$ cat src/rtl/mu0_pkg.sv
// rtl/mu0_pkg.sv - shared MU0 sequencer state encoding, opcode map and counter width
package mu0_pkg;

    localparam int MU0_CNT_W = 16;

    typedef enum logic [2:0] {
        S_IDLE  = 3'd0,
        S_FETCH = 3'd1,
        S_EXEC1 = 3'd2,
        S_EXEC2 = 3'd3,
        S_HALT  = 3'd4
    } state_t;

    localparam logic [3:0] OP_LDA = 4'b0000;
    localparam logic [3:0] OP_STO = 4'b0001;
    localparam logic [3:0] OP_ADD = 4'b0010;
    localparam logic [3:0] OP_SUB = 4'b0011;
    localparam logic [3:0] OP_JMP = 4'b0100;
    localparam logic [3:0] OP_JGE = 4'b0101;
    localparam logic [3:0] OP_JNE = 4'b0110;
    localparam logic [3:0] OP_STP = 4'b0111;

endpackage

$ cat src/rtl/mu0_sequencer.sv
// rtl/mu0_sequencer.sv - MU0 phase sequencer with skip, wait states, halt and retire counter
// Optional single-step return-to-IDLE is enabled by defining SEQ_STEP_EN.
module mu0_sequencer
    import mu0_pkg::*;
#(
    parameter int CNT_W    = MU0_CNT_W,
    parameter bit AUTO_RUN = 1'b0
) (
    input  logic             CLK,
    input  logic             RESET_N,
    input  logic             RUN,
    input  logic             STEP,
    input  logic             MEM_READY,
    input  logic             EXTRA,
    input  logic [3:0]       IR_OP,
    input  logic             SKIP_SET,
    output logic             FETCH,
    output logic             EXEC1,
    output logic             EXEC2,
    output logic             IR_LOAD,
    output logic             SKIPSTATUS,
    output logic             HALTED,
    output logic [CNT_W-1:0] INSTR_COUNT
);

    localparam state_t RESET_STATE = AUTO_RUN ? S_FETCH : S_IDLE;

    state_t state, state_nxt;
    logic   skip_pending, skip_pending_nxt;
    logic   skip_nxt;
    logic   retire;
    logic   step_mode;
    state_t retire_to;

`ifdef SEQ_STEP_EN
    assign step_mode = STEP;
`else
    logic step_unused;
    assign step_unused = STEP;
    assign step_mode   = 1'b0;
`endif

    assign retire_to = step_mode ? S_IDLE : S_FETCH;

    always_comb begin
        state_nxt        = state;
        retire           = 1'b0;
        skip_pending_nxt = skip_pending;
        skip_nxt         = SKIPSTATUS;
        case (state)
            S_IDLE: begin
                if (RUN) state_nxt = S_FETCH;
            end
            S_FETCH: begin
                if (MEM_READY) begin
                    state_nxt        = S_EXEC1;
                    skip_nxt         = skip_pending;
                    skip_pending_nxt = 1'b0;
                end
            end
            S_EXEC1: begin
                // A skipped STP is just a no-op and must fall through to normal retirement.
                if (IR_OP == OP_STP && !SKIPSTATUS) begin
                    state_nxt = S_HALT;
                    retire    = 1'b1;
                end else if (EXTRA) begin
                    state_nxt = S_EXEC2;
                end else begin
                    state_nxt = retire_to;
                    retire    = 1'b1;
                end
            end
            S_EXEC2: begin
                if (MEM_READY) begin
                    state_nxt = retire_to;
                    retire    = 1'b1;
                end
            end
            S_HALT:  state_nxt = S_HALT;
            default: state_nxt = S_IDLE;
        endcase
        // Skips never chain: a skipped instruction cannot arm another skip.
        if ((state == S_EXEC1 || state == S_EXEC2) && SKIP_SET && !SKIPSTATUS)
            skip_pending_nxt = 1'b1;
        if (retire)
            skip_nxt = 1'b0;
    end

    always_ff @(posedge CLK or negedge RESET_N) begin
        if (!RESET_N) begin
            state        <= RESET_STATE;
            skip_pending <= 1'b0;
            SKIPSTATUS   <= 1'b0;
            INSTR_COUNT  <= '0;
        end else begin
            state        <= state_nxt;
            skip_pending <= skip_pending_nxt;
            SKIPSTATUS   <= skip_nxt;
            if (retire)
                INSTR_COUNT <= INSTR_COUNT + CNT_W'(1);
        end
    end

    assign FETCH   = (state == S_FETCH);
    assign EXEC1   = (state == S_EXEC1);
    assign EXEC2   = (state == S_EXEC2);
    assign HALTED  = (state == S_HALT);
    assign IR_LOAD = FETCH & MEM_READY;

endmodule

$ cat config.mk
export PLATFORM = sky130hd
export DESIGN_NAME = mu0_sequencer
export DESIGN_NICKNAME = d
export VERILOG_FILES = /design/src/rtl/mu0_pkg.sv /design/src/rtl/mu0_sequencer.sv
export SDC_FILE = /design/constraint.sdc
export NUM_CORES = 1
export LEC_CHECK = 0
export BUFFER_PORTS_ARGS = -buffer_cell sky130_fd_sc_hd__buf_2
export CORE_AREA = 4 4 54 56
export CTS_CLUSTER_SIZE = 20
export DETAILED_ROUTE_END_ITERATION = 8
export DIE_AREA = 0 0 58 60
export GPL_TIMING_DRIVEN = 0
export PLACE_DENSITY = 0.76
export SLEW_MARGIN = 20
export SYNTH_ARGS = -nofsm -noshare
export SYNTH_HDL_FRONTEND = slang
export SYNTH_SLANG_ARGS = --single-unit
$ cat constraint.sdc
create_clock -name CLK -period 1.8 [get_ports CLK]
set_input_delay 0.18 -clock CLK [delete_from_list [all_inputs] [get_ports CLK]]
set_output_delay 0.18 -clock CLK [all_outputs]
set_load 0.005 [all_outputs]
Yosys cells after proc, flatten, opt, wreduce, memory -nomap -nowiden
Cells that the tools add are included.
W data, S select, Z words.

word-level totals
  bits in registers = 21
  input bits = 11
  output and inout port bits = 22
  logic and storage cells = 43

operators by class
  $add $sub $neg = 1
  equal/unequal tests = 8
  multiplexer cells = 16
  bitwise operators = 1
  reduce and logical (&&, ||, !) cells = 13

operators by type and width
  cell                     count
  $add A16 B1 Y16 const B  1
  $pmux W3 S5              1
  $mux W3                  4
  $mux W1                  9
  $reduce_bool A2 Y1       4
  $eq A3 B2 Y1 const B     2
  $ne A2 B2 Y1 const B     3
  $eq A4 B3 Y1 const B     1
  $reduce_and A2 Y1        2
  $eq A3 B1 Y1 const B     1
  $eq A3 B3 Y1 const B     1
  $logic_and A1 B1 Y1      3
  $logic_not A3 Y1         1
  $reduce_and A3 Y1        1
  $mux W2                  1
  $pmux W1 S2              1
  $and A1 B1 Y1            1
  $logic_not A1 Y1         1
  $logic_or A1 B1 Y1       1

Longest topological paths before layout
Gate-level depths: netlist of the first run.

  word-level depth = 6
  mapped depth = 7
  gate-level depth less buffers = 6

Worst setup path before layout of the first run
No wires, ideal clock.

  path kind = register -> register
  from = register state[1]
  to = register INSTR_COUNT[1]
  arrival = 1.410 ns
  required time = 1.672 ns
  setup slack = 0.262 ns
  stages on the path, launching flop included = 7
  clock period less this slack = 1.538 ns
  cell sequence = dfrtp_1 -> buf_6 -> nor3b_4 -> and3_1 -> buf_6 -> nor2_1 -> mux2_1

on the way
  longest elaborated chain between the ends = 2
  elaborated cells between the ends (all ways) = 3
  those cells by class = 2 x eq/ne; 1 x mux

ends and longest elaborated chain
  what                    line                  text
  from (decl)             mu0_sequencer.sv:28   state_t state, state_nxt;
  from (signal assigned)  mu0_sequencer.sv:96   state <= state_nxt;
  $eq A3 B2 Y1            n/a
  via EXEC1               mu0_sequencer.sv:18   output logic EXEC1,
  $pmux W1 S2             mu0_sequencer.sv:50   case (state)
  to (signal assigned)    mu0_sequencer.sv:100  INSTR_COUNT <= INSTR_COUNT + CNT_W'(1);
  to (decl)               mu0_sequencer.sv:23   output logic [CNT_W-1:0] INSTR_COUNT

The timed path passes the listed nets, and every way through them passes these cells.
A chain may end at the register's enable or synchronous reset.

Worst setup path in the final report of the first run
  from = register state[1]
  to = register INSTR_COUNT[1]

on the way
  longest elaborated chain between the ends = 2
  elaborated cells between the ends (all ways) = 3
  those cells by class = 2 x eq/ne; 1 x mux

ends and longest elaborated chain
  what             line
  $eq A3 B2 Y1     mu0_sequencer.sv:50
  $pmux W1 S2 (*)  mu0_sequencer.sv:50

Mark *: on every way between the ends. The rest lies on a longest branch, timed or not.

==> results.toml, run 1 <==
[status]
result_of_the_run = "finished, final reports clean"

[setup_path]
timing.critical_path.cells = "buf_6, nor3b_4, and3_1, buf_6, nor2_1, mux2_1"
rrSetupSlack_ps = 180
r2r-end = "INSTR_COUNT[1]"
criticalPathCategory = "reg -> reg"
required_time_at_the_endpoint_of_the_critical_path_ps = 2000
timing.critical_path.slowest_cell_delay_ps = 390
timing.critical_path.to_type = "flop"
worst_path_max_delay_cell = "sky130_fd_sc_hd__dfrtp_1"
setup.worst_path.start_class = "flop"
worst_r2r_start = "state[1]"
path_common_cell = "sky130_fd_sc_hd__buf_6"
crit_start = "state[1]"
rr_worst_depth = 6
cp_max_fo = 10
cp_data_arrival_time_ps = 1810

[detailed_routing]
antenna_left = 0
drc = 0
drt-vias-per-instance = 5.29
via_count = 905
per_cell_routed_wire_length_um = 14.4
detailedRoute.firstPassIterationCount = 4
detail_route.wirelength_mm = 2.47
drt-initial-drc-count = 15

[global_route]
first_pass_grt_wire_length_mm = 4.00
groute.usage.overall_pct = 15.2
antenna_found_initial = 0
first_global_vias = 869
largest_net_degree_at_the_start_of_global_routing = 22
grt-ovfl-total = 0

[pwr]
worst_ir_drop_vdd_mv = 0.761
total_leakage_power_nw = 0.713
pwr_density_cell_mw_per_mm2 = 1090

[layout]
area_growth_syn_to_layout_pct = 18.8
filler_cell_count = 218
post_route_cells_drive_above_1_share_pct = 36.9
utilization_pct = 59.4
final_design_area_no_fill_mm2 = 0.00145
area.sequential_um2 = 526
antenna_cells = 0
layout.nets = 154
multi_input_area_um2 = 603

[timing]
finClkSkew_ps = 7.02
grt_setup_unrepaired = "false"
final_max_slew_viol_count = 0
portion_of_the_clock_cycle_consumed_by_the_worst_path_in_the_final_layout_pct = 89.9
max_slew.worst_pin.slew_ps = 539
highest_clock_frequency_the_design_can_meet_mhz = 618
setup_viol = 0
fin_crit_ps = 1620
final_hold_viol_count = 0
timing.slew.headroom_pct = 64.1
fin_setup_tns_ps = 0

[synthesis]
avgSynthCellArea_um2 = 11.6
synth_area_leaders = "sky130_fd_sc_hd__dfrtp_1 43%, sky130_fd_sc_hd__xnor2_1 11%, sky130_fd_sc_hd__o211ai_2 5.1%"
synth_cell_count_leaders = "21 x sky130_fd_sc_hd__dfrtp_1, 15 x sky130_fd_sc_hd__xnor2_1, 7 x sky130_fd_sc_hd__and3_1, 6 x sky130_fd_sc_hd__nor2_1"
share_of_async_settable_or_async_resettable_flops_after_synthesis_pct = 100
synthesis.yosys.warnings = 0
number_of_synthesized_flops_with_an_enable_pin = 0
synth_most_common_cell = "sky130_fd_sc_hd__dfrtp_1"
netlist.top_cell.by_area = "sky130_fd_sc_hd__dfrtp_1"
synth_flop_cell = "sky130_fd_sc_hd__dfrtp_1"
ys_seq_area_share_pct = 43.2
postSynthNetCount = 117
synthesized_instance_count = 105
syn-cell-area_mm2 = 0.00122
netlist.area_leader.share_pct = 43.2
synth-seq-cells = 21
netlist-cell-type-count = 35

[cts]
cts-hold-fix-buffers = 1
cts.reportedPaths.clkPinSlew_ps = 120
cts_max_level = 1
cts.path.max_buffers = 2
clk_root_buffer_cell = "sky130_fd_sc_hd__clkbuf_4"
postCtsResizedCells = 0
post-cts-setup-buffers = 0
cts_buffers = 3
numClockSinks = 21
tritoncts = "yes"
clock_latency_ps = 300

[min_path]
worstHoldEndpoint = "skip_pending"
timing.hold.worst_path_depth = 2
hold_class = "in -> reg"
timing.hold.worst.start = "SKIP_SET"

[die]
io-pin-count = 33
die_area_mm2 = 0.00348
core.rowCount = 18
die_h_um = 60
core-area_mm2 = 0.00243
fp.dieW_um = 58
start_util_pct = 50.0

[placement]
dpl.hpwl_mm = 1.84
postPlaceCellArea_mm2 = 0.00141
gp_congestion = 0.828
number_of_port_buffers = 31

[run]
drv_cap = 0
[power by group]
part           switching (mW)  internal, mW  total [mW]
sequential              0.101         0.569       0.669
combinational           0.353         0.329       0.681
clock                   0.139        0.0861       0.225
[metal layers]
layer | track usage, % | vias to the layer above | wire (µm)
met5 | 0 | - | 0
met4 | 4.97 | 0 | 19
met3 | 2.59 | 2 | 78
met2 | 24.7 | 19 | 1260
met1 | 20.5 | 434 | 1110
li1 | - | 450 | -
[area by class of cell]
class / instances / share of cell area [%]
well taps: 30 / 2.60
clock buffers: 4 / 1.82
inverters: 3 / 0.779
plain buffers: 7 / 5.28
multi-input cells: 74 / 41.7
flip-flops and latches: 21 / 36.4
repair buffers: 32 / 11.4
[cells in the final DEF, fill, tap and decap left out, drive strengths merged, types with 2 or more instances in the layout]
master,instances
xnor2,15
and2,5
inv,3
clkbuf,5
nor3b,2
o211ai,5
buf,37
and4,2
a21oi,3
nand2,3
nor2,6
nand2b,4
o2111ai,7
dfrtp,21
and3,7
[metrics by stage]
step	setup slack (ps)	cells	hold WS (ps)	total power [mW]
finish	182	171	149	1.58
global route	86.2	171	125	1.70
CTS	161	171	146	1.60
detailed placement	185	166	164	1.36
global placement	197	166	153	1.34
floorplan	262	105	-116	1.15
[flip-flops by register name, summed over array words and instances (netlist names)]
signal        count
state             3
INSTR_COUNT      16
skip_pending      1
SKIPSTATUS        1
[worst max-delay path by stage]
stage	endpoint	cells past startpoint
after floorplan	INSTR_COUNT[1]	6
after global placement	INSTR_COUNT[1]	6
after detailed placement	INSTR_COUNT[1]	6
after CTS	INSTR_COUNT[1]	6
after global routing	INSTR_COUNT[7]	6
final	INSTR_COUNT[1]	6
[logic make-up after synthesis]
family,after synthesis,share of synthesized area (%)
compound gates,20,15.9
xor+xnor,16,11.5
fa+ha+maj,1,1.03
buf+inv,10,7.20
flops,21,43.2
mux,2,1.75
simple gates,35,19.3
[worst max-delay path, delay by kind of cell, from the launching register on]
kind	cells	cell delay, ps
and+or+nand+nor	3	520
DFF	1	390
muxes	1	340
buffers and inverters	2	280
(Power assumes the default switching activity.)
==> inputs of run 2 (changes only) <==
- CORE_AREA: 4 4 54 56 -> 4 4 77 79
- DIE_AREA: 0 0 58 60 -> 0 0 81 83
- PLACE_DENSITY: 0.76 -> unset
- SETUP_SLACK_MARGIN: unset -> 0.5
==> run 2 against run 1 <==
- die area grew 93%
- core utilization shrank 25 points
- first-iteration DRC count grew 87%
- wire length grew 19%
- setup slack gained 27 ps
- critical path depth is the same
- clock power grew 36%
- via count grew 9.3%
- combinational power grew 50%
- total power grew 27%
- largest cell class unchanged
- highest routed layer unchanged
==> results.toml, run 2 (synthesis gave the netlist of run 1 again) <==
[pwr]
pwr_density_cell_mw_per_mm2 = 1110
totalPowerFinal_mw = 2.01
total_leakage_power_nw = 0.853
worst_ir_drop_vdd_mv = 0.428

[cts]
clk_root_buffer_cell = "sky130_fd_sc_hd__clkbuf_8"
cts_max_level = 1
clock_latency_ps = 250
cts.reportedPaths.clkPinSlew_ps = 80
cts_buffers = 3
cts.path.max_buffers = 2
numClockSinks = 21
tritoncts = "yes"

[layout]
post_route_cells_drive_above_1_share_pct = 57.3
largest_reg_flops = 16
top_register = "INSTR_COUNT"
final_design_area_no_fill_mm2 = 0.00181
area_growth_syn_to_layout_pct = 49.1
layout.nets = 170
layoutNonFillerInstCount = 229
layout.cells.most_common_list = "30 x sky130_fd_sc_hd__buf_2, 18 x sky130_fd_sc_hd__dfrtp_1, 12 x sky130_fd_sc_hd__xnor2_1, 12 x sky130_fd_sc_hd__buf_4, 7 x sky130_fd_sc_hd__buf_6"
final_common_cell = "sky130_fd_sc_hd__buf_2"
area.sequential_um2 = 529
antenna_cells = 0
filler_cell_count = 559
utilization_pct = 34.0
multi_input_area_um2 = 722
reg_top3 = "INSTR_COUNT: 16 flops, state: 3 flops"

[setup_path]
required_time_at_the_endpoint_of_the_critical_path_ps = 1940
timing.critical_path.to_type = "flop"
cp_max_fo = 8
criticalPathCategory = "reg -> reg"
worst_r2r_start = "state[2]"
crit_start = "state[2]"
cp_data_arrival_time_ps = 1730
setup.worst_path.end = "INSTR_COUNT[4]"
rrSetupSlack_ps = 210
r2r-end = "INSTR_COUNT[4]"
rr_worst_depth = 6
setup.worst_path.start_class = "flop"

[detailed_routing]
drt-initial-drc-count = 28
drt-vias-per-instance = 4.32
detailedRoute.firstPassIterationCount = 2
drc = 0
detail_route.wirelength_mm = 2.93
via_count = 989
per_cell_routed_wire_length_um = 12.8
antenna_left = 0

[placement]
gp_congestion = 0.755
postPlaceCellArea_mm2 = 0.00147
dpl.hpwl_mm = 1.94
number_of_port_buffers = 31
dp.cells = 208
dp_worst_setup_slack_ps = 241

[timing]
max_slew.worst_pin.slew_ps = 474
final_max_slew_viol_count = 0
fin_worst_hold_slack_ps = 187
grt_setup_unrepaired = "true"
setup_viol = 0
final_hold_viol_count = 0
fin_setup_tns_ps = 0
setup_slack_ps = 209
finClkSkew_ps = 2.55
portion_of_the_clock_cycle_consumed_by_the_worst_path_in_the_final_layout_pct = 88.4
timing.slew.headroom_pct = 68.4
fin_crit_ps = 1590
highest_clock_frequency_the_design_can_meet_mhz = 628

[run]
drv_cap = 0

[global_route]
largest_net_degree_at_the_start_of_global_routing = 22
grt-ovfl-total = 0
antenna_found_initial = 0
groute.usage.overall_pct = 8.44
first_global_vias = 978
first_pass_grt_wire_length_mm = 4.60

[min_path]
hold_class = "in -> reg"
timing.hold.worst_path_depth = 2

[die]
die_area_mm2 = 0.00672
start_util_pct = 22.8
fp.dieW_um = 81
io-pin-count = 33
core.rowCount = 27
core-area_mm2 = 0.00534
die_h_um = 83

[status]
result_of_the_run = "finished, final reports clean"
run 2: cell count changes in the layout (fill, tap and decap cells not counted), sizes merged:
cell	delta
buf	+15
clkinv	+1
run 2: final cells by class:
type                    count  share of cell area [%]
well taps                  72                    4.97
inverters                   3                   0.621
clock inverters             1                   0.276
flip-flops and latches     21                    29.2
clock buffers               3                    2.28
repair buffers             48                    17.7
plain buffers               7                    5.18
multi-input cells          74                    39.8
run 2: power breakdown:
part	total, mW	leakage, nW	switching (mW)	internal [mW]
Clock	0.307	0.0255	0.153	0.154
Sequential	0.683	0.274	0.112	0.571
Combinational	1.02	0.554	0.463	0.553
run 2: worst min-delay path by stage:
| stage | start | end | slack, ps |
|---|---|---|---|
| floorplan | RESET_N | INSTR_COUNT[0] | -120 |
| global placement | RESET_N | skip_pending | 170 |
| detailed placement | RESET_N | skip_pending | 180 |
| CTS | SKIP_SET | skip_pending | 190 |
| global route | SKIP_SET | skip_pending | 190 |
| finish | SKIP_SET | skip_pending | 190 |
run 2: metal layers:
metal  global-route usage [%]  vias to the layer above  share of wire [%]
met5                        0                        -                  0
met4                     2.76                        0                1.2
met3                     1.63                        2                2.4
met2                     13.3                       13                 50
met1                     11.5                      485                 46
li1                         -                      489                  -
run 2: worst max-delay path: stages (launching register included):
cell	delay, ps
sky130_fd_sc_hd__dfrtp_2	480
sky130_fd_sc_hd__nor3b_4	230
sky130_fd_sc_hd__and3_4	210
sky130_fd_sc_hd__buf_8	140
sky130_fd_sc_hd__buf_12	130
sky130_fd_sc_hd__o2111ai_4	120
sky130_fd_sc_hd__xnor2_2	160
run 2: timing repair:
| action | CTS | global route |
|---|---|---|
| gates cloned | 0 | 1 |
| pin swaps | 7 | 15 |
| buffers inserted | 9 | 6 |
| setup endpoints to repair | 20 | 23 |
| hold buffers | 1 | 0 |
| gates resized for setup | 13 | 18 |
| endpoints found under the hold margin | 21 | 0 |
